## src/rtl/eos_mq_sched_if.sv

```systemverilog
// rtl/eos_mq_sched_if.sv - metadata, control and statistics bundle for eos_mq_sched
//   in_md_*            : metadata write from IBM (wr strobe, bufid, len, type, pri)
//   in_time_slot_flag  : CQF slot boundary pulse
//   in_rate_inc/max    : token bucket refill rate and ceiling
//   in_pktout_usedw    : UDO FIFO level (backpressure)
//   in_pkt_done        : EBM completion pulse
//   out_md_*           : dispatch strobe, buffer id and length
//   out_q_used         : per-queue occupancy, queue 0 in the LSBs
//   out_cqf_slot       : current CQF write-queue index
//   out_*_cnt          : enqueue, dispatch, drop and flush statistics
interface eos_mq_sched_if #(
  parameter int NQ     = 8,
  parameter int QDEPTH = 16,
  parameter int MD_W   = 8,
  parameter int LEN_W  = 11,
  parameter int TOK_W  = 32
) ();
  localparam int QW = $clog2(QDEPTH) + 1;

  logic                 in_md_wr;
  logic [MD_W-1:0]      in_md_bufid;
  logic [LEN_W-1:0]     in_md_len;
  logic [1:0]           in_md_type;
  logic [3:0]           in_md_pri;
  logic                 in_time_slot_flag;
  logic [TOK_W-1:0]     in_rate_inc;
  logic [TOK_W-1:0]     in_bucket_max;
  logic [7:0]           in_pktout_usedw;
  logic                 in_pkt_done;

  logic                 out_md_wr;
  logic [MD_W-1:0]      out_md;
  logic [LEN_W-1:0]     out_md_len;
  logic [NQ*QW-1:0]     out_q_used;
  logic                 out_cqf_slot;
  logic [63:0]          out_mdin_cnt;
  logic [63:0]          out_mdout_cnt;
  logic [31:0]          out_drop_cnt;
  logic [31:0]          out_flush_cnt;

  modport master (
    output in_md_wr, in_md_bufid, in_md_len, in_md_type, in_md_pri,
           in_time_slot_flag, in_rate_inc, in_bucket_max, in_pktout_usedw, in_pkt_done,
    input  out_md_wr, out_md, out_md_len, out_q_used, out_cqf_slot,
           out_mdin_cnt, out_mdout_cnt, out_drop_cnt, out_flush_cnt
  );

  modport slave (
    input  in_md_wr, in_md_bufid, in_md_len, in_md_type, in_md_pri,
           in_time_slot_flag, in_rate_inc, in_bucket_max, in_pktout_usedw, in_pkt_done,
    output out_md_wr, out_md, out_md_len, out_q_used, out_cqf_slot,
           out_mdin_cnt, out_mdout_cnt, out_drop_cnt, out_flush_cnt
  );
endinterface

```

## src/rtl/eos_mq_sched.sv

```systemverilog
// rtl/eos_mq_sched.sv - NQ-queue egress scheduler: CQF pair, token-bucket RC, strict-priority BE
//   clk : system clock
//   rst : synchronous active-high reset
//   bus : eos_mq_sched_if slave (metadata in, dispatch out, statistics)
module eos_mq_sched #(
  parameter int         NQ      = 8,
  parameter int         QDEPTH  = 16,
  parameter int         MD_W    = 8,
  parameter int         LEN_W   = 11,
  parameter int         TOK_W   = 32,
  parameter logic [7:0] HIGH_WM = 8'd200
) (
  input  logic          clk,
  input  logic          rst,
  eos_mq_sched_if.slave bus
);
  localparam int AW  = $clog2(QDEPTH);
  localparam int QW  = AW + 1;
  localparam int QIW = $clog2(NQ);
  localparam int EW  = MD_W + LEN_W;

  typedef enum logic [1:0] {ST_ARB, ST_ISSUE, ST_WAIT} state_t;
  state_t state, state_next;

  // Entry layout: {bufid, len}
  logic [EW-1:0]    mem    [NQ][QDEPTH];
  logic [QW-1:0]    wr_ptr [NQ];
  logic [QW-1:0]    rd_ptr [NQ];
  logic [QW-1:0]    used   [NQ];
  logic [EW-1:0]    head   [NQ];

  logic             slot;
  logic [TOK_W-1:0] tok, tok_next;
  logic [MD_W-1:0]  md_r;
  logic [LEN_W-1:0] len_r;
  logic [63:0]      mdin_cnt, mdout_cnt;
  logic [31:0]      drop_cnt, flush_cnt;
  logic [NQ*QW-1:0] q_used_flat;

  // Pointers carry one extra bit so full and empty are distinguishable.
  always_comb begin
    for (int q = 0; q < NQ; q++) begin
      used[q] = wr_ptr[q] - rd_ptr[q];
      head[q] = mem[q][rd_ptr[q][AW-1:0]];
      q_used_flat[q*QW +: QW] = used[q];
    end
  end

  // Enqueue target selection and full check against start-of-cycle occupancy.
  logic [QIW-1:0] enq_q;
  logic           enq_type_ok, enq_ok, enq_drop;

  always_comb begin
    enq_q       = '0;
    enq_type_ok = 1'b1;
    case (bus.in_md_type)
      2'b00:   enq_q = QIW'(slot);
      2'b01:   enq_q = QIW'(2);
      2'b10:   enq_q = (int'(bus.in_md_pri) > NQ - 4) ? QIW'(NQ - 1)
                                                      : QIW'(3 + int'(bus.in_md_pri));
      default: enq_type_ok = 1'b0;
    endcase
    enq_ok   = bus.in_md_wr && enq_type_ok && (used[enq_q] != QW'(QDEPTH));
    enq_drop = bus.in_md_wr && !enq_ok;
  end

  // The TX queue of the CQF pair is the one not currently being written.
  logic           tx_sel;
  logic [QIW-1:0] tx_q;
  assign tx_sel = ~slot;
  assign tx_q   = QIW'(tx_sel);

  logic [TOK_W-1:0] rc_len;
  logic             rc_elig;
  assign rc_len  = TOK_W'(head[2][LEN_W-1:0]);
  assign rc_elig = (used[2] != '0) && (tok >= rc_len);

  logic           be_any;
  logic [QIW-1:0] be_q;
  always_comb begin
    be_any = 1'b0;
    be_q   = '0;
    // Ascending scan: the last non-empty hit is the highest priority.
    for (int q = 3; q < NQ; q++) begin
      if (used[q] != '0) begin
        be_any = 1'b1;
        be_q   = QIW'(q);
      end
    end
  end

  logic           can_arb, pop;
  logic [QIW-1:0] pop_q;
  assign can_arb = (bus.in_pktout_usedw < HIGH_WM) && !bus.in_time_slot_flag;

  always_comb begin
    state_next = state;
    pop        = 1'b0;
    pop_q      = '0;
    case (state)
      ST_ARB: begin
        if (can_arb) begin
          if (used[tx_q] != '0) begin
            pop   = 1'b1;
            pop_q = tx_q;
          end else if (rc_elig) begin
            pop   = 1'b1;
            pop_q = QIW'(2);
          end else if (be_any) begin
            pop   = 1'b1;
            pop_q = be_q;
          end
          if (pop) state_next = ST_ISSUE;
        end
      end
      ST_ISSUE: state_next = ST_WAIT;
      ST_WAIT:  if (bus.in_pkt_done) state_next = ST_ARB;
      default:  state_next = ST_ARB;
    endcase
  end

  // Token bucket in TOK_W+1 bits: the pop never exceeds tok, so only the
  // refill can overflow TOK_W, and the ceiling clamps it back.
  logic [TOK_W-1:0] popped_len;
  logic [TOK_W:0]   tok_sum;
  always_comb begin
    popped_len = (pop && (pop_q == QIW'(2))) ? rc_len : '0;
    tok_sum    = {1'b0, tok} - {1'b0, popped_len} + {1'b0, bus.in_rate_inc};
    tok_next   = (tok_sum > {1'b0, bus.in_bucket_max}) ? bus.in_bucket_max
                                                      : tok_sum[TOK_W-1:0];
  end

  always_ff @(posedge clk) begin
    if (rst) begin
      state     <= ST_ARB;
      slot      <= 1'b0;
      tok       <= '0;
      md_r      <= '0;
      len_r     <= '0;
      mdin_cnt  <= '0;
      mdout_cnt <= '0;
      drop_cnt  <= '0;
      flush_cnt <= '0;
      for (int q = 0; q < NQ; q++) begin
        wr_ptr[q] <= '0;
        rd_ptr[q] <= '0;
      end
    end else begin
      state <= state_next;
      tok   <= tok_next;
      if (bus.in_time_slot_flag) begin
        slot      <= ~slot;
        flush_cnt <= flush_cnt + 32'(used[tx_q]);
      end
      // No pop happens on a slot pulse, and a TS enqueue that cycle targets
      // the old write queue, so flushing the TX queue loses nothing in flight.
      for (int q = 0; q < NQ; q++) begin
        if (bus.in_time_slot_flag && (tx_q == QIW'(q))) begin
          wr_ptr[q] <= '0;
          rd_ptr[q] <= '0;
        end else begin
          if (enq_ok && (enq_q == QIW'(q))) wr_ptr[q] <= wr_ptr[q] + QW'(1);
          if (pop && (pop_q == QIW'(q)))    rd_ptr[q] <= rd_ptr[q] + QW'(1);
        end
      end
      if (pop) begin
        md_r  <= head[pop_q][EW-1:LEN_W];
        len_r <= head[pop_q][LEN_W-1:0];
      end
      if (enq_ok)             mdin_cnt  <= mdin_cnt + 64'd1;
      if (enq_drop)           drop_cnt  <= drop_cnt + 32'd1;
      if (state == ST_ISSUE)  mdout_cnt <= mdout_cnt + 64'd1;
    end
  end

  always_ff @(posedge clk) begin
    if (enq_ok) mem[enq_q][wr_ptr[enq_q][AW-1:0]] <= {bus.in_md_bufid, bus.in_md_len};
  end

  assign bus.out_md_wr     = (state == ST_ISSUE);
  assign bus.out_md        = md_r;
  assign bus.out_md_len    = len_r;
  assign bus.out_q_used    = q_used_flat;
  assign bus.out_cqf_slot  = slot;
  assign bus.out_mdin_cnt  = mdin_cnt;
  assign bus.out_mdout_cnt = mdout_cnt;
  assign bus.out_drop_cnt  = drop_cnt;
  assign bus.out_flush_cnt = flush_cnt;
endmodule
```

## src/flat_wrapper.sv

```systemverilog
// flat-port wrapper written by rule: the top's interface ports become plain ports
module eos_mq_sched_flat 
#(
  parameter int         NQ      = 8,
  parameter int         QDEPTH  = 16,
  parameter int         MD_W    = 8,
  parameter int         LEN_W   = 11,
  parameter int         TOK_W   = 32,
  parameter logic [7:0] HIGH_WM = 8'd200
)
  (clk, rst, bus_in_md_wr, bus_in_md_bufid, bus_in_md_len, bus_in_md_type, bus_in_md_pri, bus_in_time_slot_flag, bus_in_rate_inc, bus_in_bucket_max, bus_in_pktout_usedw, bus_in_pkt_done, bus_out_md_wr, bus_out_md, bus_out_md_len, bus_out_q_used, bus_out_cqf_slot, bus_out_mdin_cnt, bus_out_mdout_cnt, bus_out_drop_cnt, bus_out_flush_cnt);
  eos_mq_sched_if #(.NQ(NQ), .QDEPTH(QDEPTH), .MD_W(MD_W), .LEN_W(LEN_W), .TOK_W(TOK_W)) bus_i ();
  input  logic clk;
  input  logic rst;
  input wire logic [$bits(bus_i.in_md_wr)-1:0] bus_in_md_wr;
  input wire logic [$bits(bus_i.in_md_bufid)-1:0] bus_in_md_bufid;
  input wire logic [$bits(bus_i.in_md_len)-1:0] bus_in_md_len;
  input wire logic [$bits(bus_i.in_md_type)-1:0] bus_in_md_type;
  input wire logic [$bits(bus_i.in_md_pri)-1:0] bus_in_md_pri;
  input wire logic [$bits(bus_i.in_time_slot_flag)-1:0] bus_in_time_slot_flag;
  input wire logic [$bits(bus_i.in_rate_inc)-1:0] bus_in_rate_inc;
  input wire logic [$bits(bus_i.in_bucket_max)-1:0] bus_in_bucket_max;
  input wire logic [$bits(bus_i.in_pktout_usedw)-1:0] bus_in_pktout_usedw;
  input wire logic [$bits(bus_i.in_pkt_done)-1:0] bus_in_pkt_done;
  output wire logic [$bits(bus_i.out_md_wr)-1:0] bus_out_md_wr;
  output wire logic [$bits(bus_i.out_md)-1:0] bus_out_md;
  output wire logic [$bits(bus_i.out_md_len)-1:0] bus_out_md_len;
  output wire logic [$bits(bus_i.out_q_used)-1:0] bus_out_q_used;
  output wire logic [$bits(bus_i.out_cqf_slot)-1:0] bus_out_cqf_slot;
  output wire logic [$bits(bus_i.out_mdin_cnt)-1:0] bus_out_mdin_cnt;
  output wire logic [$bits(bus_i.out_mdout_cnt)-1:0] bus_out_mdout_cnt;
  output wire logic [$bits(bus_i.out_drop_cnt)-1:0] bus_out_drop_cnt;
  output wire logic [$bits(bus_i.out_flush_cnt)-1:0] bus_out_flush_cnt;
  assign bus_i.in_md_wr = bus_in_md_wr;
  assign bus_i.in_md_bufid = bus_in_md_bufid;
  assign bus_i.in_md_len = bus_in_md_len;
  assign bus_i.in_md_type = bus_in_md_type;
  assign bus_i.in_md_pri = bus_in_md_pri;
  assign bus_i.in_time_slot_flag = bus_in_time_slot_flag;
  assign bus_i.in_rate_inc = bus_in_rate_inc;
  assign bus_i.in_bucket_max = bus_in_bucket_max;
  assign bus_i.in_pktout_usedw = bus_in_pktout_usedw;
  assign bus_i.in_pkt_done = bus_in_pkt_done;
  assign bus_out_md_wr = bus_i.out_md_wr;
  assign bus_out_md = bus_i.out_md;
  assign bus_out_md_len = bus_i.out_md_len;
  assign bus_out_q_used = bus_i.out_q_used;
  assign bus_out_cqf_slot = bus_i.out_cqf_slot;
  assign bus_out_mdin_cnt = bus_i.out_mdin_cnt;
  assign bus_out_mdout_cnt = bus_i.out_mdout_cnt;
  assign bus_out_drop_cnt = bus_i.out_drop_cnt;
  assign bus_out_flush_cnt = bus_i.out_flush_cnt;
  eos_mq_sched #(.NQ(NQ), .QDEPTH(QDEPTH), .MD_W(MD_W), .LEN_W(LEN_W), .TOK_W(TOK_W), .HIGH_WM(HIGH_WM)) u_core (.clk(clk), .rst(rst), .bus(bus_i));
endmodule
```

## config.mk

```make
export PLATFORM = sky130hd
export DESIGN_NAME = eos_mq_sched_flat
export DESIGN_NICKNAME = d
export VERILOG_FILES = /design/src/rtl/eos_mq_sched_if.sv /design/src/rtl/eos_mq_sched.sv /design/src/flat_wrapper.sv
export SDC_FILE = /design/constraint.sdc
export NUM_CORES = 2
export LEC_CHECK = 0
export CAP_MARGIN = 20
export CORE_ASPECT_RATIO = 0.75
export CORE_MARGIN = 3
export CORE_UTILIZATION = 32
export CTS_BUF_LIST = sky130_fd_sc_hd__clkbuf_8 sky130_fd_sc_hd__clkbuf_16
export CTS_CLUSTER_DIAMETER = 50
export DETAILED_ROUTE_END_ITERATION = 16
export PLACE_DENSITY_LB_ADDON = 0.2
export SLEW_MARGIN = 20
export SYNTH_ARGS = -nofsm -noshare
export SYNTH_HDL_FRONTEND = slang
export SYNTH_SLANG_ARGS = --single-unit
```

## constraint.sdc

```tcl
create_clock -name clk -period 11.3 [get_ports clk]
set_clock_uncertainty 0.15 [all_clocks]
set_input_delay 3.39 -clock clk [delete_from_list [all_inputs] [get_ports clk]]
set_output_delay 3.39 -clock clk [all_outputs]
set_load 0.02 [all_outputs]
```

==> results.yml <==
logic_synthesis:
  yosysWarningCount: 0
  async_flop_share_pct: 0
  syn_area_per_cell_sq_um: 17.9
  yosysUniqueCellTypes: 90
  synth-simple-area-share_pct: 4.81
  yosysTopAreaCell: "edfxtp_1"
  synth_fp_nets: 6612
  synth_xor_area_share_pct: 1.80
  synth_top_area_share_pct: 66.7
  synth_adder_area_share_pct: 2.07
  synth_mux_area_share_pct: 14.8
  seq_area_frac_synth_pct: 71.0
  synth_flop_cell: "edfxtp_1"
  synth_cells: 6335
  synth-compound-area-share_pct: 3.57
  netlist_area_sq_um: 113000
  ys_ff_latch: 2758
  synth-edff-count: 2512
  synth_top_family_by_area: "multiplexers"
  synth_area_leaders: "edfxtp_1, mux4_2, dfxtp_1, mux2i_1, ha_1"
routing:
  top_layer: "met5"
  routed_wl_um: 342000
  drt-met1-wl_um: 153000
  wire_per_inst_um: 28.8
  wl_met3_um: 22800
  final_antenna_net_count: 0
  wl_met2_um: 157000
  dr.pass1.iters: 5
  drt_drc_violations_left: 0
  via_count: 62345
  viasPerCell: 5.25
  first_iter_violations: 6744
sta:
  setup_ws_ns: 0.521
  rsz0062_at_grt: "no"
  fin_crit_sh_pct: 95.4
  worstMarginPinSlew_ns: 1.27
  slew_violations: 0
  hold_violations: 0
  slew_headroom_pct: 14.9
  period_needed_ns: 10.78
  setup_violations: 0
  clock.fmax_mhz: 92.8
global_route:
  antenna_found_initial: 29
  grt_pass1_vias: 61949
  grt_usage_pct: 18.5
  grt_max_degree: 172
  grt_pass1_wl_um: 479000
  overflow: 0
pwr:
  leakage_uw: 0.0433
  power_frac_clock_pct: 39.2
  pwr-share-seq_pct: 46.2
  p_sw_share_pct: 25.8
  powerDensity_nw_per_um2: 184
  intPower_uw: 18300
  vdd.ir_drop.worst_mv: 0.131
  p_switching_uw: 6360
  power_uw: 24600
  p_comb_share_pct: 14.7
place:
  dp_hpwl_um: 212000
  port_buffers: 351
  dp_slack_ns: -0.392
  finalWeightedCongestion: 0.853
clock_network:
  cts_resized: 0
  postCtsSetupRepairBufs: 0
  clk_latency_ns: 0.89
  cts_tree: "yes"
  clockBufferDepth: 4
  clk_pin_slew_ns: 0.06
  cts.htree.levels: 5
  clockRootBuffer: "clkbuf_16"
  numClockSinks: 2758
  hold_buffers: 0
  cts_buffers: 306
final_layout:
  drive_gt1_share_pct: 21.7
  area_growth_pct: 18.3
  nNetsFinal: 7260
  final_common_cell: "edfxtp_1"
  n_fill_cell: 32171
  mostFrequentLayoutCells: "edfxtp_1, mux4_2, nor2_1, inv_1, clkdlybuf4s50_1"
  final_util_pct: 38.1
die:
  core_sq_um: 351000
  rows: 188
  die_area_sq_um: 361000
  die_y_um: 521
  start_util_pct: 32.2
  die_x_um: 693
  ioPinCount: 355
worst_setup_path:
  crit_fanout: 5
  crit_top_cell: "buf_4"
  crit_type: "input pin to register"
  cp_slowest_stage_delay_ns: 0.72
  required_ns: 11.82
  cp.arrival_ns: 11.30
  endpoint_kind: "register"
  slowest_stage: "o311ai_0"
  worstSetupStartpointType: "input pin"
worst_hold_path:
  hold_path.class: "register to register"
run:
  max_cap_viol_count: 0
run_status:
  status: "finished, final reports clean"
## sequential cells by signal (all words and copies together) (netlist names)
| name | count |
|---|---|
| u_core.bus.out_md_len | 11 |
| u_core.tok | 32 |
| u_core.bus.out_cqf_slot | 1 |
| u_core.mem | 2432 |
| u_core.bus.out_drop_cnt | 32 |
| u_core.wr_ptr | 40 |
| u_core.state | 2 |
| u_core.bus.out_flush_cnt | 32 |
| u_core.rd_ptr | 40 |
| u_core.bus.out_md | 8 |
| u_core.bus.out_mdout_cnt | 64 |
| u_core.bus.out_mdin_cnt | 64 |
## kinds of logic after synthesis
family | Yosys count
flip-flops | 2758
AND/OR/NAND/NOR | 1155
multiplexers | 865
AO/OA/AOI/OAI | 586
buffers and inverters | 563
XOR/XNOR | 233
adder cells (fa/ha/maj) | 175
## cell type report
type | instances | area [sq um] | area share, %
timing repair buffer | 630 | 5740 | 4.29
inverter | 273 | 1020 | 0.766
sequential | 2758 | 80400 | 60.0
clock buffer | 324 | 8020 | 5.99
multi-input combinational | 3014 | 31200 | 23.3
clock inverter | 216 | 1620 | 1.21
antenna | 8 | 20.0 | 0.0150
tap | 4655 | 5820 | 4.35
## stage by stage
stage | area [sq um] | hold slack [ns] | TNS [ns] | instances
2_1_floorplan | 113000 | 0.344 | 0 | 6335
3_3_place_gp | 124000 | 0.322 | -7.89 | 11328
3_5_place_dp | 124000 | 0.331 | -10.70 | 11330
4_1_cts | 134000 | 0.339 | 0 | 11870
5_1_grt | 134000 | 0.368 | 0 | 11871
6_report | 134000 | 0.337 | 0 | 11878
## synth_stat cells (18+ instances only)
cell / instances
a221oi_1: 91
edfxtp_1: 2512
mux4_2: 644
or3_1: 50
and2_1: 19
dfxtp_1: 246
a21o_1: 28
xor2_1: 130
nand4_1: 50
buf_1: 53
ha_1: 155
mux2i_1: 206
a22oi_1: 35
a21oi_1: 127
nand3_1: 109
clkbuf_1: 186
nand2_1: 211
inv_1: 270
fa_1: 20
o211ai_1: 24
nor2_1: 481
xnor2_1: 103
nor2b_1: 40
o21ai_0: 128
nor3_1: 36
buf_2: 50
and3_1: 63
and4_1: 18
## routing by layer
layer | vias to the layer above | global-route usage [%]
li1 | 26574 | -
met1 | 33242 | 26.5
met2 | 2055 | 29.1
met3 | 466 | 3.47
met4 | 8 | 4.59
met5 | - | 0
## path summary, 6_finish.rpt
kind                            slack, ns                                 startpoint                                        end  cells past startpoint
worst max-delay path                 0.52                     bus_in_pktout_usedw[5]                  u_core.tok[14]$_SDFF_PP0_                     36
worst min-delay path                 0.34  u_core.bus.out_mdout_cnt[63]$_SDFFE_PP0P_  u_core.bus.out_mdout_cnt[63]$_SDFFE_PP0P_                      2
worst max register to register       0.92         u_core.rd_ptr[0][10]$_SDFFCE_PN0P_                  u_core.tok[14]$_SDFF_PP0_                     41
worst min register to register       0.34  u_core.bus.out_mdout_cnt[63]$_SDFFE_PP0P_  u_core.bus.out_mdout_cnt[63]$_SDFFE_PP0P_                      2
## power by group through the flow
stage	sequential, uW	combinational [uW]	clock (uW)
floorplan	11500	2100	0
global route	11400	3940	10300
finish	11400	3620	9640
global placement	11600	3610	0
CTS	11400	3650	9900
detailed placement	11600	3630	0
## worst max-delay path, delay by kind of cell
kind                     cells  cell delay (ns)
buffers and inverters        6             1.23
adder cells (fa/ha/maj)      4             1.21
AO/OA/AOI/OAI               12             2.97
XOR/XNOR                     1             0.18
AND/OR/NAND/NOR             11             1.75
multiplexers                 2             0.55
No activity file was read; power rests on OpenSTA's default activity.
